$ cat src/rtl/iterative_divider_if.sv
// Request/response channel between the execute stage and the iterative divider.
// No state of its own; master = core side, slave = divide unit.
// Each direction uses valid/ready; payload must be stable while valid is high.
interface iterative_divider_if #(
    parameter int XLEN = 32
);
    logic            in_valid;
    logic            in_ready;
    logic [XLEN-1:0] src1;
    logic [XLEN-1:0] src2;
    logic [1:0]      op;
    logic            out_valid;
    logic            out_ready;
    logic [XLEN-1:0] result;

    modport master (
        output in_valid, src1, src2, op, out_ready,
        input  in_ready, out_valid, result
    );

    modport slave (
        input  in_valid, src1, src2, op, out_ready,
        output in_ready, out_valid, result
    );
endinterface

$ cat src/rtl/iterative_divider.sv
// RV32M DIV/DIVU/REM/REMU unit: restoring radix-2, one quotient bit per cycle.
// Latency: out_valid XLEN+2 cycles after accept (1 cycle for div-by-zero / signed overflow).
// Backpressure: result held in DONE until out_ready; no new request accepted until back in IDLE.
module iterative_divider #(
    parameter int XLEN = 32
) (
    input  logic                clk,
    input  logic                rst_n,
    input  logic                flush,
    output logic                busy,
    iterative_divider_if.slave  dif
);
    localparam int CNT_W = $clog2(XLEN);
    localparam logic [CNT_W-1:0] LAST    = CNT_W'(XLEN - 1);
    localparam logic [XLEN-1:0]  INT_MIN = {1'b1, {(XLEN-1){1'b0}}};

    typedef enum logic [1:0] {IDLE, RUN, FIX, DONE} state_t;

    state_t          state_q, state_d;
    logic [XLEN-1:0] rem_q, rem_d;
    logic [XLEN-1:0] dvd_q, dvd_d;    // dividend shifts out as quotient bits shift in
    logic [XLEN-1:0] dvs_q, dvs_d;
    logic [CNT_W-1:0] cnt_q, cnt_d;
    logic [1:0]      op_q, op_d;
    logic            neg_q_q, neg_q_d;
    logic            neg_r_q, neg_r_d;
    logic [XLEN-1:0] result_q, result_d;

    logic            sgn_op, s1_neg, s2_neg, div_zero, ovf;
    logic [XLEN-1:0] abs1, abs2, quo_fix, rem_fix;
    logic [XLEN:0]   rem_sh, diff;

    always_comb begin
        state_d  = state_q;
        rem_d    = rem_q;
        dvd_d    = dvd_q;
        dvs_d    = dvs_q;
        cnt_d    = cnt_q;
        op_d     = op_q;
        neg_q_d  = neg_q_q;
        neg_r_d  = neg_r_q;
        result_d = result_q;

        sgn_op   = !dif.op[0];
        s1_neg   = sgn_op && dif.src1[XLEN-1];
        s2_neg   = sgn_op && dif.src2[XLEN-1];
        abs1     = s1_neg ? -dif.src1 : dif.src1;
        abs2     = s2_neg ? -dif.src2 : dif.src2;
        div_zero = (dif.src2 == '0);
        ovf      = sgn_op && (dif.src1 == INT_MIN) && (dif.src2 == '1);

        rem_sh   = {rem_q, dvd_q[XLEN-1]};
        diff     = rem_sh - {1'b0, dvs_q};
        quo_fix  = neg_q_q ? -dvd_q : dvd_q;
        rem_fix  = neg_r_q ? -rem_q : rem_q;

        case (state_q)
            IDLE: begin
                if (dif.in_valid) begin
                    op_d    = dif.op;
                    neg_q_d = s1_neg ^ s2_neg;
                    neg_r_d = s1_neg;
                    if (div_zero) begin
                        result_d = dif.op[1] ? dif.src1 : '1;
                        state_d  = DONE;
                    end else if (ovf) begin
                        result_d = dif.op[1] ? '0 : INT_MIN;
                        state_d  = DONE;
                    end else begin
                        rem_d   = '0;
                        dvd_d   = abs1;
                        dvs_d   = abs2;
                        cnt_d   = '0;
                        state_d = RUN;
                    end
                end
            end
            RUN: begin
                // diff[XLEN] is the borrow of the trial subtract
                if (!diff[XLEN]) begin
                    rem_d = diff[XLEN-1:0];
                    dvd_d = {dvd_q[XLEN-2:0], 1'b1};
                end else begin
                    rem_d = rem_sh[XLEN-1:0];
                    dvd_d = {dvd_q[XLEN-2:0], 1'b0};
                end
                cnt_d = cnt_q + 1'b1;
                if (cnt_q == LAST) state_d = FIX;
            end
            FIX: begin
                result_d = op_q[1] ? rem_fix : quo_fix;
                state_d  = DONE;
            end
            DONE: begin
                if (dif.out_ready) state_d = IDLE;
            end
            default: state_d = IDLE;
        endcase

        if (flush) state_d = IDLE;
    end

    always_ff @(posedge clk) begin
        if (!rst_n) begin
            state_q  <= IDLE;
            rem_q    <= '0;
            dvd_q    <= '0;
            dvs_q    <= '0;
            cnt_q    <= '0;
            op_q     <= '0;
            neg_q_q  <= 1'b0;
            neg_r_q  <= 1'b0;
            result_q <= '0;
        end else begin
            state_q  <= state_d;
            rem_q    <= rem_d;
            dvd_q    <= dvd_d;
            dvs_q    <= dvs_d;
            cnt_q    <= cnt_d;
            op_q     <= op_d;
            neg_q_q  <= neg_q_d;
            neg_r_q  <= neg_r_d;
            result_q <= result_d;
        end
    end

    assign dif.in_ready  = (state_q == IDLE);
    assign dif.out_valid = (state_q == DONE);
    assign dif.result    = result_q;
    assign busy          = (state_q != IDLE);
endmodule

$ cat src/flat_wrapper.sv
// flat-port wrapper written by rule: the top's interface ports become plain ports
module iterative_divider_flat 
#(
    parameter int XLEN = 32
)
  (clk, rst_n, flush, busy, dif_in_valid, dif_src1, dif_src2, dif_op, dif_out_ready, dif_in_ready, dif_out_valid, dif_result);
  iterative_divider_if #(.XLEN(XLEN)) dif_i ();
  input  logic clk;
  input  logic rst_n;
  input  logic flush;
  output logic busy;
  input wire logic [$bits(dif_i.in_valid)-1:0] dif_in_valid;
  input wire logic [$bits(dif_i.src1)-1:0] dif_src1;
  input wire logic [$bits(dif_i.src2)-1:0] dif_src2;
  input wire logic [$bits(dif_i.op)-1:0] dif_op;
  input wire logic [$bits(dif_i.out_ready)-1:0] dif_out_ready;
  output wire logic [$bits(dif_i.in_ready)-1:0] dif_in_ready;
  output wire logic [$bits(dif_i.out_valid)-1:0] dif_out_valid;
  output wire logic [$bits(dif_i.result)-1:0] dif_result;
  assign dif_i.in_valid = dif_in_valid;
  assign dif_i.src1 = dif_src1;
  assign dif_i.src2 = dif_src2;
  assign dif_i.op = dif_op;
  assign dif_i.out_ready = dif_out_ready;
  assign dif_in_ready = dif_i.in_ready;
  assign dif_out_valid = dif_i.out_valid;
  assign dif_result = dif_i.result;
  iterative_divider #(.XLEN(XLEN)) u_core (.clk(clk), .rst_n(rst_n), .flush(flush), .busy(busy), .dif(dif_i));
endmodule
$ cat config.mk
export PLATFORM = sky130hd
export DESIGN_NAME = iterative_divider_flat
export DESIGN_NICKNAME = d
export VERILOG_FILES = /design/src/rtl/iterative_divider_if.sv /design/src/rtl/iterative_divider.sv /design/src/flat_wrapper.sv
export SDC_FILE = /design/constraint.sdc
export NUM_CORES = 1
export LEC_CHECK = 0
export CORE_UTILIZATION = 40
export DETAILED_ROUTE_END_ITERATION = 8
export PLACE_DENSITY = 0.65
export RECOVER_POWER = 25
export SYNTH_ARGS = -nofsm -noshare
export SYNTH_HDL_FRONTEND = slang
export SYNTH_SLANG_ARGS = --single-unit
$ cat constraint.sdc
create_clock -name clk -period 3.3 [get_ports clk]
set_clock_uncertainty 0.2 [all_clocks]
set_input_delay 0.495 -clock clk [delete_from_list [all_inputs] [get_ports clk]]
set_output_delay 0.495 -clock clk [all_outputs]
set_load 0.02 [all_outputs]
==> results of run 1 <==
==> power groups by stage <==
| stage | clock, µW | sequential (µW) | combinational (µW) |
|---|---|---|---|
| 6_report | 1970 | 1810 | 1180 |
| 5_1_grt | 2070 | 1820 | 1280 |
| 4_1_cts | 1980 | 1810 | 1110 |
| 3_5_place_dp | 0 | 1850 | 1090 |
| 3_3_place_gp | 0 | 1840 | 1080 |
| 2_1_floorplan | 0 | 1820 | 646 |
==> area by class of cell <==
| cell class | instances | share of cell area (%) |
|---|---|---|
| well taps | 335 | 2.86 |
| multi-input cells | 1152 | 51.5 |
| clock buffers | 19 | 3.10 |
| inverters | 65 | 1.67 |
| repair buffers | 337 | 21.0 |
| flip-flops and latches | 138 | 19.0 |
| clock inverters | 12 | 0.949 |
==> metal layers <==
| metal | global-route usage [%] | share of wire (%) |
|---|---|---|
| met1 | 35.8 | 46 |
| met4 | 7.42 | 2.1 |
| met3 | 3.90 | 4.7 |
| met2 | 42.8 | 47 |
| met5 | 0 | 0 |
==> worst max-delay path by stage <==
stage	end	slack, ns	start
2_1_floorplan	u_core.rem_q[10]	0.08	u_core.rem_q[13]
3_3_place_gp	u_core.rem_q[20]	-0.40	dif_src1[23]
3_5_place_dp	u_core.dvd_q[0]	-0.46	dif_src1[23]
4_1_cts	u_core.rem_q[9]	0.002	u_core.dvs_q[5]
5_1_grt	u_core.dif.result[29]	-0.03	u_core.rem_q[6]
6_report	u_core.dif.result[30]	0.03	u_core.rem_q[6]
==> cell usage after synthesis (all sizes together), types with 32 or more instances <==
library cell,n,share of area [%]
xnor2,74,6.1
a21oi,108,5.2
inv,64,2.3
a211oi,33,2.3
clkbuf,65,2.3
ha,43,5.0
dfxtp,138,26
xor2,62,5.1
nand2,174,6.1
o21ai,140,6.6
nor2,116,4.1
o31ai,32,2.5
o211ai,40,2.8
==> worst max-delay path, cell delays in order (launching register included) <==
cell and delay, ns:
dfxtp_1 0.33, buf_4 0.13, or4_1 0.56, or4_4 0.48, or4_1 0.59, o21ai_2 0.20
xor2_1 0.25, a21oi_1 0.13, nor2b_1 0.19, a21oi_1 0.10
==> logic make-up (layout without fill, tap and decap cells) <==
logic type,count (synthesis),after routing,synth area share (%)
fa+ha+maj,44,44,5.23
buf+inv,149,433,5.53
mux,25,25,2.36
simple gates,472,473,21.0
compound gates,474,474,28.8
flops,138,138,25.9
xor+xnor,136,136,11.2
==> metrics by stage <==
stage	setup TNS [ns]	power, µW	hold slack, ns	std cells
4_1_cts	0	4900	0.262	2045
5_1_grt	-0.154	5170	0.288	2058
6_report	0	4960	0.259	2058
2_1_floorplan	0	2470	0.236	1438
3_5_place_dp	-46.55	2940	0.249	2007
3_3_place_gp	-42.36	2930	0.245	2007
==> registers in the layout, indices dropped and copies added (netlist names) <==
name               flops
u_core.neg_q_q         1
u_core.dvs_q          32
u_core.dvd_q          32
u_core.cnt_q           5
u_core.neg_r_q         1
u_core.state_q         2
u_core.dif.result     32
u_core.rem_q          32
u_core.op_q            1
==> what timing repair did <==
item,in CTS,in global routing
endpoints found under the setup margin,29,95
gates cloned,2,5
pin swaps,8,22
buffers inserted,5,8
resized for setup,16,50
==> results.tsv, run 1 <==
metric	value	unit
ys.flop_type	dfxtp_1	
ys_seq_area_share	25.9	%
pre_cts_ws	-0.462	ns
synthesis.area	0.0107	mm²
violations	DRC	
p_seq_share	36.6	%
diodes	0	
status	complete, but fails checks	
fp.dieH	165	µm
syn_inst	1438	
p_comb_share	23.7	%
clk_latency	0.43	ns
cts_buffers	17	
cp-start-kind	flop	
routedWlPerCell	17.7	µm
setup_ws	0.0326	ns
slew_violations	0	
p_sw	1520	µW
min-delay-start	u_core.dif.result[24]	
ys_async_sr_fraction	0	%
grt_pass1_vias	10688	
ant_nets	0	
path_class	flop to flop	
fin_crit_sh	99.0	%
clockBufferDepth	2	
swShare	30.7	%
io_pins	106	
holdBufCountCts	0	
place_area	0.0135	mm²
timing.rr.end	u_core.dif.result[30]	
final_cell_mix	buf_4 (209), nand2_1 (172), dfxtp_1 (131)	
grt_pass1_wl	56.5	mm
ys_ff_latch	138	
cts_tree	yes	
p_leak	0.00588	µW
clock.fmax	0.306	GHz
min_path_type	flop to flop	
vdd_drop_max	262	µV
min_path_cells	2	
rows	59	
pwr-share-clk	39.7	%
wl	36.4	mm
synth_edf_count	0	
avgViaCountPerCell	5.69	
vias	11702	
relSlewSlack	34.9	%
synthToLayoutAreaGrowth	37.2	%
finalHoldViolCount	0	
clk_pin_slew	0.06	ns
arrival	3.38	ns
mostFrequentLayoutCell	buf_4	
power_density	339	mW/mm²
place_hpwl	26.5	mm
nets	1826	
overflow	0	
synth_fp_nets	1553	
portBuffers	105	
drive_gt1_share	19.3	%
die_x	165	µm
nFillCells	2488	
p_int	3440	µW
seq_area	0.00277	mm²
maxCapViolCount	0	
cts_root_buffer	clkbuf_16	
die_area	0.0273	mm²
coreArea	0.0261	mm²
r2r_start	u_core.rem_q[6]	
worst_slew_pin_slew	0.975	ns
grt_max_degree	94	
initial_core_util	40.8	%
r2r_cells	9	
post-route-min-period	3.27	ns
cts-htree-levels	4	
drc	10	
cp.required	3.42	ns
min_to	u_core.dif.result[24]	
rsz0062_at_grt	true	
final_area	0.0146	mm²
first_pass_iters	9	
crit_path_max_fanout	5	
multiInputGateArea	0.00753	mm²
gp_congestion	0.900	
antenna_found_initial	0	
yosysUniqueCellTypes	74	
drt_iter0_markers	1032	
avgSynthCellArea	7.41	µm²
regToRegSetupSlack	0.03	ns
final_util	56.0	%
cts_sinks	138	
grt.total_usage	26.3	%
setup_viol	0	
synth_warnings	0	
end_kind	flop	
(Power assumes the default switching activity.)
==> inputs of run 2 (changes only) <==
CTS_BUF_LIST = sky130_fd_sc_hd__clkbuf_8   (was unset)
==> run 2 against run 1 <==
Against the previous run: the run still ends with DRC left; wire length is 1.3% lower; sequential power hardly changed; combinational power hardly changed; utilization is 0.92 points lower; clock power is 25% lower; sequential share of layout area is 0.33 points higher; sequential cell count stayed put; critical path type unchanged; largest cell class unchanged.
==> results.tsv, run 2 (synthesized netlist as in run 1, its figures left out) <==
metric	value	unit	change
multiInputGateArea	0.00754	mm²	was 0.00753 mm²
seq_area	0.00278	mm²	was 0.00277 mm²
nets	1826		unchanged
cp.required	3.44	ns	was 3.42 ns
r2r_start	u_core.rem_q[6]		unchanged
crit_buf_inv	2		was 1
timing.rr.end	u_core.dif.result[31]		was u_core.dif.result[30]
maxCapViolCount	0		unchanged
finalHoldViolCount	0		unchanged
final_cell_mix	buf_4 (214), nand2_1 (172), dfxtp_1 (130)		was buf_4 (209), nand2_1 (172), dfxtp_1 (131)
violations	DRC		unchanged
grt_pass1_wl	55.9	mm	was 56.5 mm
grt_max_degree	94		unchanged
die_area	0.0273	mm²	unchanged
coreArea	0.0261	mm²	unchanged
place_area	0.0135	mm²	unchanged
synthToLayoutAreaGrowth	35.0	%	was 37.2%
path_class	flop to flop		unchanged
overflow	0		unchanged
cts_buffers	17		unchanged
io_pins	106		unchanged
crit_path_max_fanout	11		was 5
cp_cell_sequence	buf_4, or4_1, or4_4, or4_1, buf_6, o31ai_2, xor2_1, nand2_1, o2111ai_1, a21oi_1		was buf_4, or4_1, or4_4, or4_1, o21ai_2, xor2_1, a21oi_1, nor2b_1, a21oi_1
cts-htree-levels	4		unchanged
final_area	0.0144	mm²	was 0.0146 mm²
cpMaxStageDelayCell	or4_1		unchanged
power_density	308	mW/mm²	was 339 mW/mm²
min-delay-start	u_core.dif.result[27]		was u_core.dif.result[24]
setup_viol	0		unchanged
relSlewSlack	35.9	%	was 34.9%
place_hpwl	26.5	mm	unchanged
avgViaCountPerCell	5.66		was 5.69
antenna_found_initial	0		unchanged
clockBufferDepth	2		unchanged
die_x	165	µm	unchanged
fp.dieH	165	µm	unchanged
path_common_cell	or4_1		
grt_pass1_vias	10592		was 10688
mostFrequentLayoutCell	buf_4		unchanged
status	complete, but fails checks		unchanged
post-route-min-period	3.22	ns	was 3.27 ns
holdWs	0.266	ns	was 0.259 ns
regToRegSetupSlack	0.08	ns	was 0.03 ns
drt_iter0_markers	932		was 1032
min_path_cells	2		unchanged
arrival	3.36	ns	was 3.38 ns
r2r_cells	10		was 9
routedWlPerCell	17.5	µm	was 17.7 µm
slew_violations	0		unchanged
cts_sinks	138		unchanged
vias	11646		was 11702
first_pass_iters	9		unchanged
cp_top_family	simple AND/OR/NAND/NOR gates		unchanged
clk_latency	0.47	ns	was 0.43 ns
clk_pin_slew	0.09	ns	was 0.06 ns
grt.total_usage	26.0	%	was 26.3%
rows	59		unchanged
vdd_drop_max	218	µV	was 262 µV
setup_tns	0	ns	unchanged
cp_num_cells	10		was 9
cts_root_buffer	clkbuf_8		was clkbuf_16
end_kind	flop		unchanged
ant_nets	0		unchanged
drive_gt1_share	19.4	%	was 19.3%
min_to	u_core.dif.result[27]		was u_core.dif.result[24]
initial_core_util	40.8	%	unchanged
min_path_type	flop to flop		unchanged
portBuffers	105		unchanged
cp-start-kind	flop		unchanged
nFillCells	2529		was 2488
p_leak	0.00574	µW	was 0.00588 µW
critical-path-max-stage-delay	0.56	ns	was 0.59 ns
worst_slew_pin_slew	0.960	ns	was 0.975 ns
fin_crit_sh	97.5	%	was 99.0%
gp_congestion	0.900		unchanged
diodes	0		unchanged
drc	10		unchanged
holdBufCountCts	0		unchanged
cts_tree	yes		unchanged
clock.fmax	0.311	GHz	was 0.306 GHz
wl	35.9	mm	was 36.4 mm
## run 2: cell count changes in the layout (fill, tap and decap cells not counted), moves of 2 or more
| cell | previous run | this run |
|---|---|---|
| dlymetal6s2s_1 | 3 | 0 |
| buf_4 | 209 | 214 |
| clkdlybuf4s50_1 | 67 | 70 |
| buf_6 | 6 | 4 |
| clkbuf_8 | 2 | 19 |
| clkbuf_16 | 22 | 3 |
## run 2: area by class of cell
| type | count | area share, % |
|---|---|---|
| sequential | 138 | 19.3 |
| tap | 335 | 2.91 |
| clock buffer | 19 | 1.82 |
| clock inverter | 12 | 0.965 |
| multi-input combinational | 1152 | 52.4 |
| inverter | 65 | 1.70 |
| timing repair buffer | 337 | 20.9 |
## run 2: worst max path at each step
stage                           from               endpoint  slack [ns]
finish               u_core.rem_q[6]  u_core.dif.result[31]        0.08
global route         u_core.rem_q[6]  u_core.dif.result[18]       -0.03
CTS                  u_core.dvs_q[5]        u_core.rem_q[9]       0.002
detailed placement      dif_src1[23]        u_core.dvd_q[0]       -0.46
global placement        dif_src1[23]       u_core.rem_q[20]       -0.40
floorplan           u_core.rem_q[13]       u_core.rem_q[10]        0.08
## run 2: per-stage QoR
stage	setup WS, ns	total power, µW	util (%)	cells
floorplan	0.0828	2470	-	1438
global placement	-0.396	2930	51.7	2007
detailed placement	-0.462	2940	51.7	2007
CTS	0.00198	4400	53.7	2045
global route	-0.0258	4640	55.1	2058
finish	0.0829	4440	55.1	2058
## run 2: worst register-to-register path: stages (launching register included)
cell       delay, ns
dfxtp_1         0.34
buf_4           0.14
or4_1           0.56
or4_4           0.48
or4_1           0.51
buf_6           0.17
o31ai_2         0.23
xor2_1          0.19
nand2_1         0.08
o2111ai_1       0.12
a21oi_1         0.09
## run 2: report_power, final
part | internal [µW] | switching [µW]
clock network | 718 | 748
logic | 532 | 627
registers | 1740 | 77.1
total | 2990 | 1450
## run 2: what timing repair did
item | in CTS | in global routing
setup buffers | 5 | 10
endpoints found under the hold margin | 0 | 0
resized for setup | 15 | 45
endpoints found under the setup margin | 29 | 103
gates cloned | 2 | 3
pin swaps | 7 | 20
## run 2: layer usage
metal  vias up  global-route usage, %  wire length (µm)
li1       5761                      -                 -
met1      5472                   35.6             16700
met2       350                   42.7             16600
met3        63                   3.02              1760
met4         0                   7.38               907
met5         -                      0                 0
